**src/rtl/sp_float_pkg.sv**
```systemverilog
// Shared single-precision float definitions for the sp_* arithmetic units:
// F32 field widths, exponent bias and the common conversion FSM encoding.
package sp_float_pkg;

  localparam int F32_EXP_W  = 8;
  localparam int F32_MANT_W = 23;
  localparam int F32_BIAS   = 127;

  typedef enum logic [1:0] {
    LOAD  = 2'd0,
    NORM  = 2'd1,
    ROUND = 2'd2,
    DONE  = 2'd3
  } sp_state_e;

endpackage : sp_float_pkg

```
**src/rtl/sp_f32_round_rne.sv**
```systemverilog
// Round-to-nearest-even of a normalised 24-bit significand to an F32 mantissa,
// bumping the exponent when rounding carries out of the significand.
module sp_f32_round_rne
  import sp_float_pkg::*;
(
  input  logic [F32_MANT_W:0]   sig,
  input  logic                  guard,
  input  logic                  sticky,
  input  logic [F32_EXP_W:0]    exp_in,
  output logic [F32_MANT_W-1:0] mant,
  output logic [F32_EXP_W:0]    exp_out
);

  logic round_up;
  logic carry;

  assign round_up = guard & (sticky | sig[0]);
  // Carry out only when the whole significand is ones; the fraction then wraps to zero.
  assign carry    = round_up & (&sig);
  assign mant     = sig[F32_MANT_W-1:0] + F32_MANT_W'(round_up);
  assign exp_out  = exp_in + (F32_EXP_W+1)'(carry);

endmodule : sp_f32_round_rne

```
**src/rtl/sp_i2f_f32.sv**
```systemverilog
// Iterative signed-integer to F32 converter: captures |a|, normalises one bit
// per cycle, then rounds once. Low rst restarts a conversion.
module sp_i2f_f32 #(
  parameter int WIDTH = 32
) (
  input  logic             clk,
  input  logic             rst,
  input  logic [WIDTH-1:0] a,
  output logic [31:0]      result,
  output logic             ready
);

  import sp_float_pkg::*;

  localparam int MW = WIDTH + 24;

  sp_state_e              state, state_nxt;
  logic                   sign;
  logic [F32_EXP_W:0]     exp;
  logic [MW-1:0]          m;
  logic [WIDTH-1:0]       a_mag;
  logic                   a_zero;
  logic [F32_MANT_W-1:0]  r_mant;
  logic [F32_EXP_W:0]     r_exp;

  // Unsigned magnitude: the most-negative input maps to 2^(WIDTH-1) cleanly.
  assign a_mag  = a[WIDTH-1] ? (~a + WIDTH'(1)) : a;
  assign a_zero = (a == '0);

  always_ff @(posedge clk) begin
    if (!rst) state <= LOAD;
    else      state <= state_nxt;
  end

  // NORM looks one bit ahead so the shift that normalises M also enters ROUND.
  always_comb begin
    state_nxt = state;
    case (state)
      LOAD: begin
        if (a_zero)              state_nxt = DONE;
        else if (a_mag[WIDTH-1]) state_nxt = ROUND;
        else                     state_nxt = NORM;
      end
      NORM:    if (m[MW-2]) state_nxt = ROUND;
      ROUND:   state_nxt = DONE;
      DONE:    state_nxt = DONE;
      default: state_nxt = LOAD;
    endcase
  end

  always_comb begin
    ready = (state == DONE);
  end

  // NOTE: sign/exp/M are always loaded in LOAD before use, so they need no reset.
  always_ff @(posedge clk) begin
    case (state)
      LOAD: begin
        sign <= a[WIDTH-1];
        m    <= {a_mag, 24'b0};
        exp  <= (F32_EXP_W+1)'(F32_BIAS + WIDTH - 1);
      end
      NORM: begin
        m   <= m << 1;
        exp <= exp - 9'd1;
      end
      ROUND:   exp <= r_exp;
      default: ;
    endcase
  end

  always_ff @(posedge clk) begin
    if (!rst) begin
      result <= '0;
    end else if (state == LOAD && a_zero) begin
      result <= '0;
    end else if (state == ROUND) begin
      result <= {sign, r_exp[F32_EXP_W-1:0], r_mant};
    end
  end

  sp_f32_round_rne u_round (
    .sig     (m[MW-1 -: 24]),
    .guard   (m[WIDTH-1]),
    .sticky  (|m[WIDTH-2:0]),
    .exp_in  (exp),
    .mant    (r_mant),
    .exp_out (r_exp)
  );

endmodule : sp_i2f_f32

```
**config.mk**
```make
export PLATFORM = sky130hd
export DESIGN_NAME = sp_i2f_f32
export DESIGN_NICKNAME = d
export VERILOG_FILES = /design/src/rtl/sp_float_pkg.sv /design/src/rtl/sp_f32_round_rne.sv /design/src/rtl/sp_i2f_f32.sv
export SDC_FILE = /design/constraint.sdc
export NUM_CORES = 1
export LEC_CHECK = 0
export ABC_AREA = 1
export CORE_MARGIN = 1.5
export CORE_UTILIZATION = 30
export DETAILED_ROUTE_END_ITERATION = 8
export PLACE_DENSITY = 0.48
export SLEW_MARGIN = 20
export SYNTH_ARGS = -nofsm -noshare
export SYNTH_HDL_FRONTEND = slang
export SYNTH_SLANG_ARGS = --single-unit
export TNS_END_PERCENT = 50
```
**constraint.sdc**
```tcl
create_clock -name clk -period 5.48 [get_ports clk]
set_input_delay 1.096 -clock clk [delete_from_list [all_inputs] [get_ports clk]]
set_output_delay 1.096 -clock clk [all_outputs]
set_load 0.02 [all_outputs]
```
Word level (Yosys, flattened, before mapping):

Cells that the tools add are included.

* memories: 0
* latch bits: 0
* register bits: 100
* ROM bits: 0
* memory bits (writable): 0
* logic and storage cells: 34
* input bits: 34

* divide/modulo/power cells: 0
* shift operators: 0
* muxes and demuxes: 7
* bitwise gates (word level): 5
* $lt $le $gt $ge: 0
* equality and inequality tests: 4
* add/subtract/negate cells: 4
* reduce and logical (&&, ||, !) cells: 9
* multipliers: 0

Operators by type and width (count)
* 56-bit case mux with 2 select lines: 1
* 32-bit by 1-bit adder with 32-bit output (second input constant): 1
* 32-bit logical NOT: 1
* 32-bit two-way mux: 1
* 32-bit NOT: 1
* 31-bit OR reduction: 1
* 9-bit case mux with 3 select lines: 1
* 24-bit AND reduction: 1
* 23-bit by 1-bit adder with 23-bit output: 1
* 9-bit by 1-bit adder with 9-bit output: 1
* 9-bit by 1-bit subtractor with 9-bit output (second input constant): 1
* 2-bit two-way mux: 3
* 2-bit case mux with 3 select lines: 1
* 2-bit == test (second input constant): 2
* 2-bit OR reduction: 2
* 3-bit nonzero test: 1
* 1-bit bitwise AND: 2
* 2-bit by 1-bit == test with 1-bit output (second input constant): 1
* 2-bit logical NOT: 1
* 2-bit != test (second input constant): 1
* 2-bit nonzero test: 1
* 1-bit logical AND: 1
* 1-bit NOT: 1
* 1-bit bitwise OR: 1

Longest topological paths before layout:

Gate-level depths: netlist of run 1.

* depth in word-level cells: 6
* gate-level depth with buffers: 13

By module:

From an unflattened synthesis of run 1, not the netlist that was laid out.

* cell total of the unflattened synthesis: 693
* area total of the unflattened synthesis: 5128.7 um^2

Modules (own cells, without submodules)
* sp_i2f_f32: instances 1, area each 4286.6 um^2, cells an instance 543
* sp_f32_round_rne: instances 1, area each 842.1 um^2, cells an instance 150

Worst setup path before layout of run 1:

No wires, ideal clock.

* path type: in2reg
* start point: input port a[0]
* end point: register m[52], data pin
* cell stages on the path: 9
* setup slack: 3142 ps
* data required time: 5226 ps
* arrival: 2084 ps
* cell sequence: inv_1 ha_1 nand3_1 nor2_2 nand3_1 nand2_2 nand4_1 nand3_1 nand2_1

* longest elaborated chain between the ends: 4

RTL lines
* start: declaration: RTL line sp_i2f_f32.sv:8 `input logic [WIDTH-1:0] a,`
* 32-bit NOT: RTL line sp_i2f_f32.sv:27 `assign a_mag = a[WIDTH-1] ? (~a + WIDTH'(1)) : a;`
* 32-bit by 1-bit adder with 32-bit output: RTL line sp_i2f_f32.sv:27
* 32-bit two-way mux: RTL line sp_i2f_f32.sv:27
* 56-bit case mux with 2 select lines: RTL line sp_i2f_f32.sv:57 `case (state)`
* end signal: assignment: RTL line sp_i2f_f32.sv:60 `m <= {a_mag, 24'b0};`
* end signal: assignment: RTL line sp_i2f_f32.sv:64 `m <= m << 1;`
* end: declaration: RTL line sp_i2f_f32.sv:20 `logic [MW-1:0] m;`

Every way passes these cells. The select of a mux whose other input is x is not followed.
A chain may end at the register's enable or synchronous reset.

Worst setup path in the final report of run 1:

* start point: input port a[31]
* end point: register result[30]

* longest elaborated chain between the ends: 3

RTL lines
* 32-bit logical NOT: RTL line sp_i2f_f32.sv:28 `assign a_zero = (a == '0);`
* 1-bit logical AND: RTL line sp_i2f_f32.sv:75 `end else if (state == LOAD && a_zero) begin`
* 2-bit OR reduction (no line)
* end signal: assignment: RTL line sp_i2f_f32.sv:78 `result <= {sign, r_exp[F32_EXP_W-1:0], r_mant};`
* end: declaration: RTL line sp_i2f_f32.sv:9 `output logic [31:0] result,`

Every way passes these cells.

==> out/qor.csv, run 1 <==
stage,metric,value,unit
synth,Synth Flop Type,edfxtp_1,
placement,Port Buffers,66,
worst_setup_path,Crit. Startpoint,a[31],
cts,latest clock arrival within the worst-skew pair,0.34,ns
final_layout,Final Cell Area,5940,um2
timing,"Slew Viols, Final",0,
worst_setup_path,crit-path max FO,27,
global_routing,vias in the first global route,4159,
cts,CTS buffer count,9,
routing,DRC,0,
flow_run,Max Cap Viol,0,
placement,GPL Wtd Cong,0.895,
global_routing,initial antenna violation count,0,
routing,met3 WL post-DR,460,um
synth,Post-Syn Area,4810,um2
synth,count of state elements after synthesis,75,
floorplanning,Die ar.,16800,um2
timing,Hold Fails Final Rpt,0,
synth,sequential fraction of the synthesis area,39.7,%
global_routing,GRT overflow,0,
floorplanning,initial core utilization,30.5,%
cts,root cell of the clock tree,clkbuf_16,
synth,Post-synth EDFFs,41,
final_layout,"most common cell after layout, fill and taps aside",nand2_1,
global_routing,GRT Overall Usage,16.3,%
worst_setup_path,Reg-to-Reg Start,m[40]$_DFFE_PP_,
floorplanning,Die Y-Extent,130,um
timing,WHS,0.461,ns
routing,Routed WL,13300,um
power,Max IR drop VDD,183,uV
routing,Antenna Nets Post-Route,0,
timing,f_max,0.347,GHz
worst_hold_path,worst hold path type,flop to flop,
timing,RSZ-0062 raised after global routing,false,
cts,CTS Sinks,75,
worst_setup_path,"Req. time, crit path",5.70,ns
synth,Synth cell types,41,
cts,H-tree level count,3,
floorplanning,I/O Pins,67,
worst_hold_path,hold_sp,result[2]$_SDFFE_PP0P_,
routing,met2 WL,5480,um
final_layout,Final Non-Filler Cells,967,
cts,Worst-path clk slew,0.05,ns
timing,Tmin final,2.88,ns
timing,final worst-path cycle share,52.6,%
placement,placed cell area,5680,um2
final_layout,most frequent cells in the layout,"nand2_1 (176), nor2_1 (96), nand3_1 (66), clkdlybuf4s50_1 (66), inv_1 (64)",
cts,Post-CTS Setup Bufs,0,
cts,TritonCTS clock tree,built,
cts,CTS max path bufs,2,
synth,ranking of synthesized cells by area,"edfxtp_1 (26%), dfxtp_1 (14%), nand2_1 (14%)",
final_layout,Final #Nets,791,
routing,routed len/inst,13.8,um
final_layout,n_diodes,0,
floorplanning,die extent in x,130,um
status,status,"complete, no violations",
routing,drt first pass iters,5,
worst_setup_path,crit end category,flop,
floorplanning,core area,15800,um2
placement,hpwl dp,10400,um
timing,worst clock skew,0.00535,ns
power,Leakage,2.39,nW
worst_setup_path,crit path launch type,input port,
global_routing,first-pass GRT wire length,21300,um
synth,Synth Warn #,0,
cts,CTS resizes,0,
power,Power Dens Cells,490,nW/um2
final_layout,Fill cells,1737,
power,total power,2.91,mW
synth,dominant cell type by area after synthesis,edfxtp_1,
global_routing,largest net degree at the start of global routing,34,
synth,syn nets,731,
synth,Cells after Synth,687,
final_layout,Synth-to-Final Area Change,23.5,%
floorplanning,Rows,46,
synth,Synth top area share,25.6,%
synth,"Avg Cell Area, Syn",7.00,um2
routing,max layer used,met4,
routing,vias per cell,4.71,
timing,Slew HR,32.5,%
synth,"FFs w/ async S/R, synth",0,%
routing,met1 WL,7150,um
timing,TNS Setup,0,ns
cts,# hold bufs at CTS,0,
timing,# setup viols final,0,
placement,placed cell count,952,
timing,actual slew at the worst max-slew pin,1.01,ns
routing,DR vias,4554,
worst_setup_path,kind of critical path,input port to flop,
routing,initial drt markers,320,
worst_setup_path,CP arrival,3.10,ns
final_layout,share of layout cells above drive strength 1,5.73,%
cell type report:
type,count,area (um2),area share [%]
multi-input combinational,519,2530,42.6
tap,216,270,4.55
inverter,71,267,4.49
timing repair buffer,71,698,11.8
clock buffer,12,246,4.15
sequential,75,1910,32.2
clock inverter,3,15.0,0.253
per-stage QoR:
| step | setup WS, ns | util [%] |
|---|---|---|
| 2_1_floorplan | 3.14 | - |
| 3_3_place_gp | 2.34 | 36.0 |
| 3_5_place_dp | 2.28 | 36.0 |
| 4_1_cts | 2.63 | 37.7 |
| 5_1_grt | 2.42 | 37.7 |
| 6_report | 2.60 | 37.7 |
per-layer routing:
metal / vias up / GRT usage (%)
li1: 2404 / -
met1: 2028 / 24.9
met2: 107 / 22.9
met3: 15 / 2.31
met4: 0 / 6.21
met5: - / 0
Yosys cell counts (2+ instances only):
library cell,count
o21ai_0,44
clkbuf_1,16
nor4_1,2
buf_2,3
nand3_1,66
nand4_1,15
a21oi_1,45
dfxtp_1,34
o21ai_1,3
edfxtp_1,41
xor2_1,12
nor3_1,7
ha_1,10
buf_6,2
nand2_2,3
nor2_1,96
nand2_1,176
inv_1,64
nor2_4,4
o211ai_1,10
inv_2,6
o21a_1,2
nor2_2,6
a31oi_1,3
power by group:
part | total, mW | internal, mW | leakage (nW) | switching, mW
combinational | 1.23 | 0.440 | 1.58 | 0.793
sequential | 1.15 | 0.931 | 0.693 | 0.217
clock | 0.530 | 0.313 | 0.124 | 0.216
total | 2.91 | 1.68 | 2.39 | 1.23
flip-flops by register name (all words and copies together) (netlist names):
register	flops
m	32
result	32
exp	8
state	2
sign	1
cells by family after synthesis:
kind of cell / Yosys count / synth area share (%)
DFF: 75 / 39.7
and+or+nand+nor: 383 / 34.8
adders and majority gates: 10 / 2.60
AOI/OAI and AO/OA: 114 / 13.0
buffers and inverters: 93 / 7.65
xor gates and xnor gates: 12 / 2.18
worst max-delay path, stage by stage:
cell	delay, ns
clkdlybuf4s50_1	0.66
buf_4	0.34
inv_2	0.14
nand3_1	0.09
nor2_1	0.09
nand2_1	0.11
nor2_2	0.16
nand2_4	0.13
nand2_8	0.19
nor2_1	0.08
worst paths after layout:
kind | slack [ns] | cells after the start | to
worst max-delay path | 2.60 | 10 | result[30]$_SDFFE_PP0P_
worst min-delay path | 0.46 | 2 | result[2]$_SDFFE_PP0P_
worst max register to register | 2.68 | 12 | exp[6]$_DFFE_PP_
worst min register to register | 0.46 | 2 | result[2]$_SDFFE_PP0P_
Note: power is estimated with default switching activity, not from simulation.
==> inputs of run 2 (changes only) <==
- clock period: 5.48 -> 2.8 ns (I/O delays scaled with it)
==> run 2 against run 1 <==
Clock power grew 100%. Total power grew 100%. Final cell count grew 1.3%. First-iteration DRC count shrank 6.9%. Register-to-register slack lost 2.5 ns. Critical path depth grew 2. Sequential share of layout area shrank 0.64 points. Sequential power grew 89%. Worst setup slack lost 2.4 ns. Via count grew 3.2%. Largest power group unchanged. Clock-buffer cell count grew 2.
==> out/qor.csv, run 2 (synthesized netlist as in run 1, its figures left out) <==
stage,metric,value,unit
status,status,"complete, no violations",
timing,final worst slack,0.183,ns
timing,final worst-path cycle share,93.5,%
placement,hpwl dp,10700,um
power,Sw Ratio,41.9,%
final_layout,Synth-to-Final Area Change,26.0,%
placement,post-place setup slack,0.116,ns
timing,Slew HR,64.3,%
cts,latest clock arrival within the worst-skew pair,0.34,ns
worst_setup_path,CP arrival,2.71,ns
power,clock share of power,18.3,%
power,Power Dens Cells,971,nW/um2
power,combinational power share,44.8,%
floorplanning,Rows,46,
worst_hold_path,worst hold path type,flop to flop,
routing,vias per cell,4.80,
worst_setup_path,crit-path max FO,4,
timing,TNS Setup,0,ns
timing,"Slew Viols, Final",0,
worst_setup_path,"Req. time, crit path",2.89,ns
routing,initial drt markers,298,
final_layout,Final #Nets,803,
placement,GPL Wtd Cong,0.909,
worst_setup_path,Most Frequent Cell on Critical Path,nand2_1,
cts,TritonCTS clock tree,built,
floorplanning,initial core utilization,30.5,%
timing,RSZ-0062 raised after global routing,false,
floorplanning,core area,15800,um2
cts,H-tree level count,3,
routing,drt first pass iters,5,
timing,# setup viols final,0,
flow_run,Max Cap Viol,0,
global_routing,vias in the first global route,4446,
floorplanning,die extent in x,130,um
cts,CTS buffer count,9,
cts,root cell of the clock tree,clkbuf_16,
routing,DRC,0,
cts,CTS max path bufs,2,
global_routing,initial antenna violation count,0,
timing,worst clock skew,0.0108,ns
power,Net Sw Power,2.47,mW
cts,CTS Sinks,75,
power,sequential share of power,36.8,%
final_layout,"most common cell after layout, fill and taps aside",nand2_1,
cts,Worst-path clk slew,0.06,ns
worst_setup_path,slowest CP cell,edfxtp_1,
power,internal power,3.42,mW
worst_setup_path,crit end category,flop,
power,total power,5.89,mW
cts,# hold bufs at CTS,0,
timing,WHS,0.461,ns
final_layout,n_diodes,0,
power,Leakage,2.47,nW
timing,f_max,0.382,GHz
routing,Routed WL,13700,um
floorplanning,Die Y-Extent,130,um
timing,Tmin final,2.62,ns
timing,actual slew at the worst max-slew pin,0.534,ns
routing,routed len/inst,14.0,um
worst_setup_path,crit-path cells,"nand2_1, nor2_1, nand2_1, nor4_4, ha_1, ha_1, nand2_1, inv_1, nand4_1, o21ai_0, a21oi_1, o21a_1",
power,Max IR drop VDD,317,uV
global_routing,GRT overflow,0,
global_routing,GRT Overall Usage,17.1,%
floorplanning,I/O Pins,67,
floorplanning,Die ar.,16800,um2
final_layout,share of layout cells above drive strength 1,7.59,%
final_layout,most frequent cells in the layout,"nand2_1 (176), nor2_1 (95), nand3_1 (66), clkdlybuf4s50_1 (66), inv_1 (64)",
worst_setup_path,Slowest Stage Delay on Critical Path,0.43,ns
worst_setup_path,crit path launch type,flop,
placement,Port Buffers,66,
timing,Hold Fails Final Rpt,0,
final_layout,top flop regs,"m x32, result x32, exp x8",
global_routing,first-pass GRT wire length,22400,um
worst_setup_path,R2R Setup Slk,0.18,ns
routing,Antenna Nets Post-Route,0,
routing,DR vias,4700,
global_routing,largest net degree at the start of global routing,34,
worst_setup_path,kind of critical path,flop to flop,
run 2: cell count changes in the layout (fill, tap and decap cells not counted):
| cell | before | now |
|---|---|---|
| buf_4 | 5 | 17 |
| clkbuf_1 | 2 | 3 |
| clkbuf_8 | 1 | 2 |
| clkinv_1 | 3 | 2 |
| nor2_1 | 96 | 95 |
| nor2_2 | 6 | 7 |
| nor4_1 | 2 | 1 |
| nor4_4 | 0 | 1 |
run 2: critical path, delay by kind of cell, from the launching register on:
| family | cells | cell delay [ns] |
|---|---|---|
| fa+ha+maj | 2 | 0.42 |
| buf+inv | 1 | 0.11 |
| compound gates | 3 | 0.42 |
| flops | 1 | 0.43 |
| simple gates | 6 | 0.98 |
run 2: layer usage:
layer,share of wire [%],vias up,wire length (um),global-route usage (%)
met4,2.2,0,296,7.91
li1,-,2434,-,-
met3,4.7,22,649,1.45
met2,41,129,5570,24.7
met5,0,-,0,0
met1,53,2115,7220,25.5
run 2: area by class of cell:
class                           count  area, um2
Clock buffer                       14        264
Clock inverter                      2       11.3
Fill cell                        1676       9710
Inverter                           71        267
Multi-Input combinational cell    519       2550
Sequential cell                    75       1910
Tap cell                          216        270
Timing Repair Buffer               83        788
run 2: final timing paths:
path,startpoint,end,cells after the start
min,result[11]$_SDFFE_PP0P_,result[11]$_SDFFE_PP0P_,2
max,m[47]$_DFFE_PP_,exp[6]$_DFFE_PP_,12
min reg2reg,result[11]$_SDFFE_PP0P_,result[11]$_SDFFE_PP0P_,2
max reg2reg,m[47]$_DFFE_PP_,exp[6]$_DFFE_PP_,12
run 2: stage by stage:
step           cells  utilization, %  cell area [um2]
2_1_floorplan    687               -             4810
3_3_place_gp     964            36.6             5770
3_5_place_dp     964            36.6             5770
4_1_cts          980            38.3             6040
5_1_grt          980            38.4             6060
6_report         980            38.4             6060
run 2: power by group through the flow:
| stage | clock network, mW | logic, mW | registers [mW] |
|---|---|---|---|
| 4_1_cts | 1.10 | 2.65 | 2.17 |
| 2_1_floorplan | 0 | 1.47 | 2.30 |
| 6_report | 1.08 | 2.64 | 2.17 |
| 5_1_grt | 1.14 | 2.94 | 2.24 |
| 3_5_place_dp | 0 | 2.64 | 2.19 |
| 3_3_place_gp | 0 | 2.64 | 2.17 |
run 2: what timing repair did:
action                     4_1_cts  5_1_grt
setup buffers                    0        0
setup endpoints to repair        0        3
gates resized for setup          0        3
==> inputs of run 3 (changes only) <==
- ABC_AREA: 1 -> unset
- GPL_TIMING_DRIVEN: unset -> 0
- PLACE_DENSITY: 0.48 -> 0.49
==> run 3 against run 2 <==
Final cell count decreased by 26%. Cell area decreased by 7.9%. Sequential power increased by 5%. Via count decreased by 25%. Worst setup slack got worse by 0.075 ns. Clock skew decreased by 0.0030 ns. Wire length decreased by 22%. Combinational power decreased by 8.7%. Largest cell class unchanged. Sequential cell count unchanged. Highest routed layer unchanged. Clock power decreased by 4%. Critical path type is now input port to flop. Clock-buffer cell count decreased by 1.
==> out/qor.csv, run 3 <==
stage,metric,value,unit
worst_setup_path,crit path launch type,input port,
power,Power Dens Cells,1030,nW/um2
synth,Synth Flop Type,edfxtp_1,
final_layout,share of layout cells above drive strength 1,9.67,%
synth,Synth Warn #,0,
power,Leakage,1.88,nW
synth,"count leader, synth",nand2_1,
power,Max IR drop VDD,401,uV
worst_setup_path,R2R Setup Slk,0.17,ns
cts,latest clock arrival within the worst-skew pair,0.33,ns
floorplanning,Die Y-Extent,122,um
routing,vias per cell,4.81,
worst_setup_path,crit-path max FO,6,
timing,Hold Fails Final Rpt,0,
worst_setup_path,"Req. time, crit path",2.99,ns
synth,list of most frequent post-synthesis cells,"nand2_1 (57), edfxtp_1 (41), xor2_1 (40)",
timing,worst clock skew,0.00773,ns
cts,H-tree level count,3,
worst_hold_path,worst hold path type,flop to flop,
final_layout,most frequent cells in the layout,"clkdlybuf4s50_1 (65), nand2_1 (57), edfxtp_1 (41)",
timing,"Slew Viols, Final",0,
timing,WHS,0.468,ns
routing,Routed WL,10800,um
flow_run,Max Cap Viol,0,
synth,"FFs w/ async S/R, synth",0,%
cts,Worst-path clk slew,0.05,ns
routing,initial drt markers,233,
synth,ranking of synthesized cells by area,"edfxtp_1 (29%), dfxtp_1 (16%), xor2_1 (8.2%)",
worst_setup_path,slowest CP cell,or4_4,
global_routing,initial antenna violation count,0,
cts,CTS max path bufs,2,
timing,f_max,0.371,GHz
cts,CTS Sinks,75,
synth,Post-Syn Area,4270,um2
floorplanning,I/O Pins,67,
final_layout,top flop regs,"m x32, result x32, exp x8",
floorplanning,initial core utilization,30.8,%
cts,root cell of the clock tree,clkbuf_16,
placement,GPL Wtd Cong,0.819,
worst_hold_path,WHS Path Cells,2,
routing,drt first pass iters,4,
synth,"Avg Cell Area, Syn",9.38,um2
final_layout,"most common cell after layout, fill and taps aside",clkdlybuf4s50_1,
floorplanning,core area,13900,um2
worst_setup_path,Most Frequent Cell on Critical Path,or4_4,
global_routing,GRT Overall Usage,14.9,%
global_routing,vias in the first global route,3303,
routing,DRC,0,
timing,Tmin final,2.69,ns
routing,routed len/inst,14.8,um
routing,Antenna Nets Post-Route,0,
worst_hold_path,hold_sp,result[30]$_SDFFE_PP0P_,
worst_hold_path,Hold Path Sink,result[30]$_SDFFE_PP0P_,
timing,RSZ-0062 raised after global routing,true,
timing,final worst-path cycle share,96.1,%
synth,Synth top area share,28.8,%
final_layout,Fill cells,1423,
timing,actual slew at the worst max-slew pin,0.734,ns
worst_setup_path,CP arrival,2.88,ns
timing,TNS Setup,0,ns
synth,Post-synth EDFFs,41,
routing,DR vias,3503,
floorplanning,die extent in x,122,um
worst_setup_path,reg2reg end,exp[6]$_DFFE_PP_,
final_layout,n_diodes,0,
global_routing,largest net degree at the start of global routing,33,
synth,Synth cell types,40,
worst_setup_path,Slowest Stage Delay on Critical Path,0.50,ns
floorplanning,Rows,43,
worst_setup_path,reg2reg path depth,10,
status,status,"complete, no violations",
final_layout,Final #Nets,587,
synth,Cells after Synth,455,
cts,# hold bufs at CTS,0,
worst_setup_path,crit end category,flop,
synth,dominant cell type by area after synthesis,edfxtp_1,
placement,Port Buffers,66,
final_layout,Synth-to-Final Area Change,30.8,%
cts,TritonCTS clock tree,built,
worst_setup_path,crit-path cells,"clkdlybuf4s50_1, or3_4, or4_4, or4_4, o21ai_4, buf_4, a211oi_1",
floorplanning,Die ar.,15000,um2
worst_setup_path,kind of critical path,input port to flop,
worst_setup_path,Reg-to-Reg Start,m[40]$_DFFE_PP_,
global_routing,GRT overflow,0,
synth,count of state elements after synthesis,75,
timing,Slew HR,51.1,%
placement,hpwl dp,8220,um
synth,sequential fraction of the synthesis area,44.8,%
global_routing,first-pass GRT wire length,17100,um
cts,CTS buffer count,9,
synth,syn nets,499,
timing,# setup viols final,0,
==> run 3: cell families after synthesis <==
kind of cell	Yosys count	synth area share, %
xor+xnor	62	12.7
compound gates	92	14.0
simple gates	171	19.8
mux	8	2.02
buf+inv	37	3.78
fa+ha+maj	10	2.93
flops	75	44.8
==> run 3: critical path, delay by kind of cell <==
family	cells	cell delay, ns
AO/OA/AOI/OAI	2	0.31
buffers and inverters	2	0.63
AND/OR/NAND/NOR	3	1.38
==> run 3: area by class of cell <==
class                           count  area (um2)  area share [%]
Clock buffer                       13         250            4.48
Inverter                           10        37.5           0.672
Sequential cell                    75        1910            34.2
Tap cell                          180         225            4.03
Clock inverter                      3        15.0           0.269
Multi-Input combinational cell    343        2270            40.7
Timing Repair Buffer               77         746            13.4
Buffer                             27         125            2.24
==> run 3: through the flow <==
step	instances	worst slack (ns)	cell area (um2)	total power [mW]	util, %
final	728	0.108	5580	5.73	40.2
after global routing	728	-0.00262	5580	6.15	40.2
after CTS	717	-0.00909	5430	5.68	39.1
after detailed placement	701	-0.407	5150	4.62	37.1
after global placement	701	-0.387	5150	4.59	37.1
after floorplan	455	0.374	4270	3.68	-
==> run 3: report_power, final <==
part / leakage, nW / internal, mW / switching, mW / total (mW)
sequential: 0.697 / 1.86 / 0.422 / 2.28
combinational: 1.05 / 1.01 / 1.40 / 2.41
clock: 0.133 / 0.620 / 0.418 / 1.04
total: 1.88 / 3.49 / 2.24 / 5.73
==> run 3: per-layer routing <==
| metal | global-route usage (%) | vias up | part of all wire, % |
|---|---|---|---|
| li1 | - | 1811 | - |
| met1 | 21.0 | 1617 | 52 |
| met2 | 22.7 | 66 | 44 |
| met3 | 2.60 | 9 | 3.2 |
| met4 | 5.45 | 0 | 1.5 |
| met5 | 0 | - | 0 |
==> run 3: worst max path at each step <==
stage,start,endpoint,slack [ns],depth (start not counted)
detailed placement,a[0],m[46]$_DFFE_PP_,-0.41,9
CTS,m[40]$_DFFE_PP_,exp[6]$_DFFE_PP_,-0.009,10
finish,a[25],result[18]$_SDFFE_PP0P_,0.11,7
global route,a[13],m[51]$_DFFE_PP_,-0.003,7
floorplan,m[40]$_DFFE_PP_,exp[4]$_DFFE_PP_,0.37,10
global placement,a[0],m[46]$_DFFE_PP_,-0.39,9
==> run 3: what timing repair did <==
| item | CTS | global route |
|---|---|---|
| pin swaps | 0 | 2 |
| setup endpoints to repair | 5 | 45 |
| gates resized for setup | 2 | 20 |
| gates cloned | 0 | 1 |
| buffers inserted | 0 | 10 |
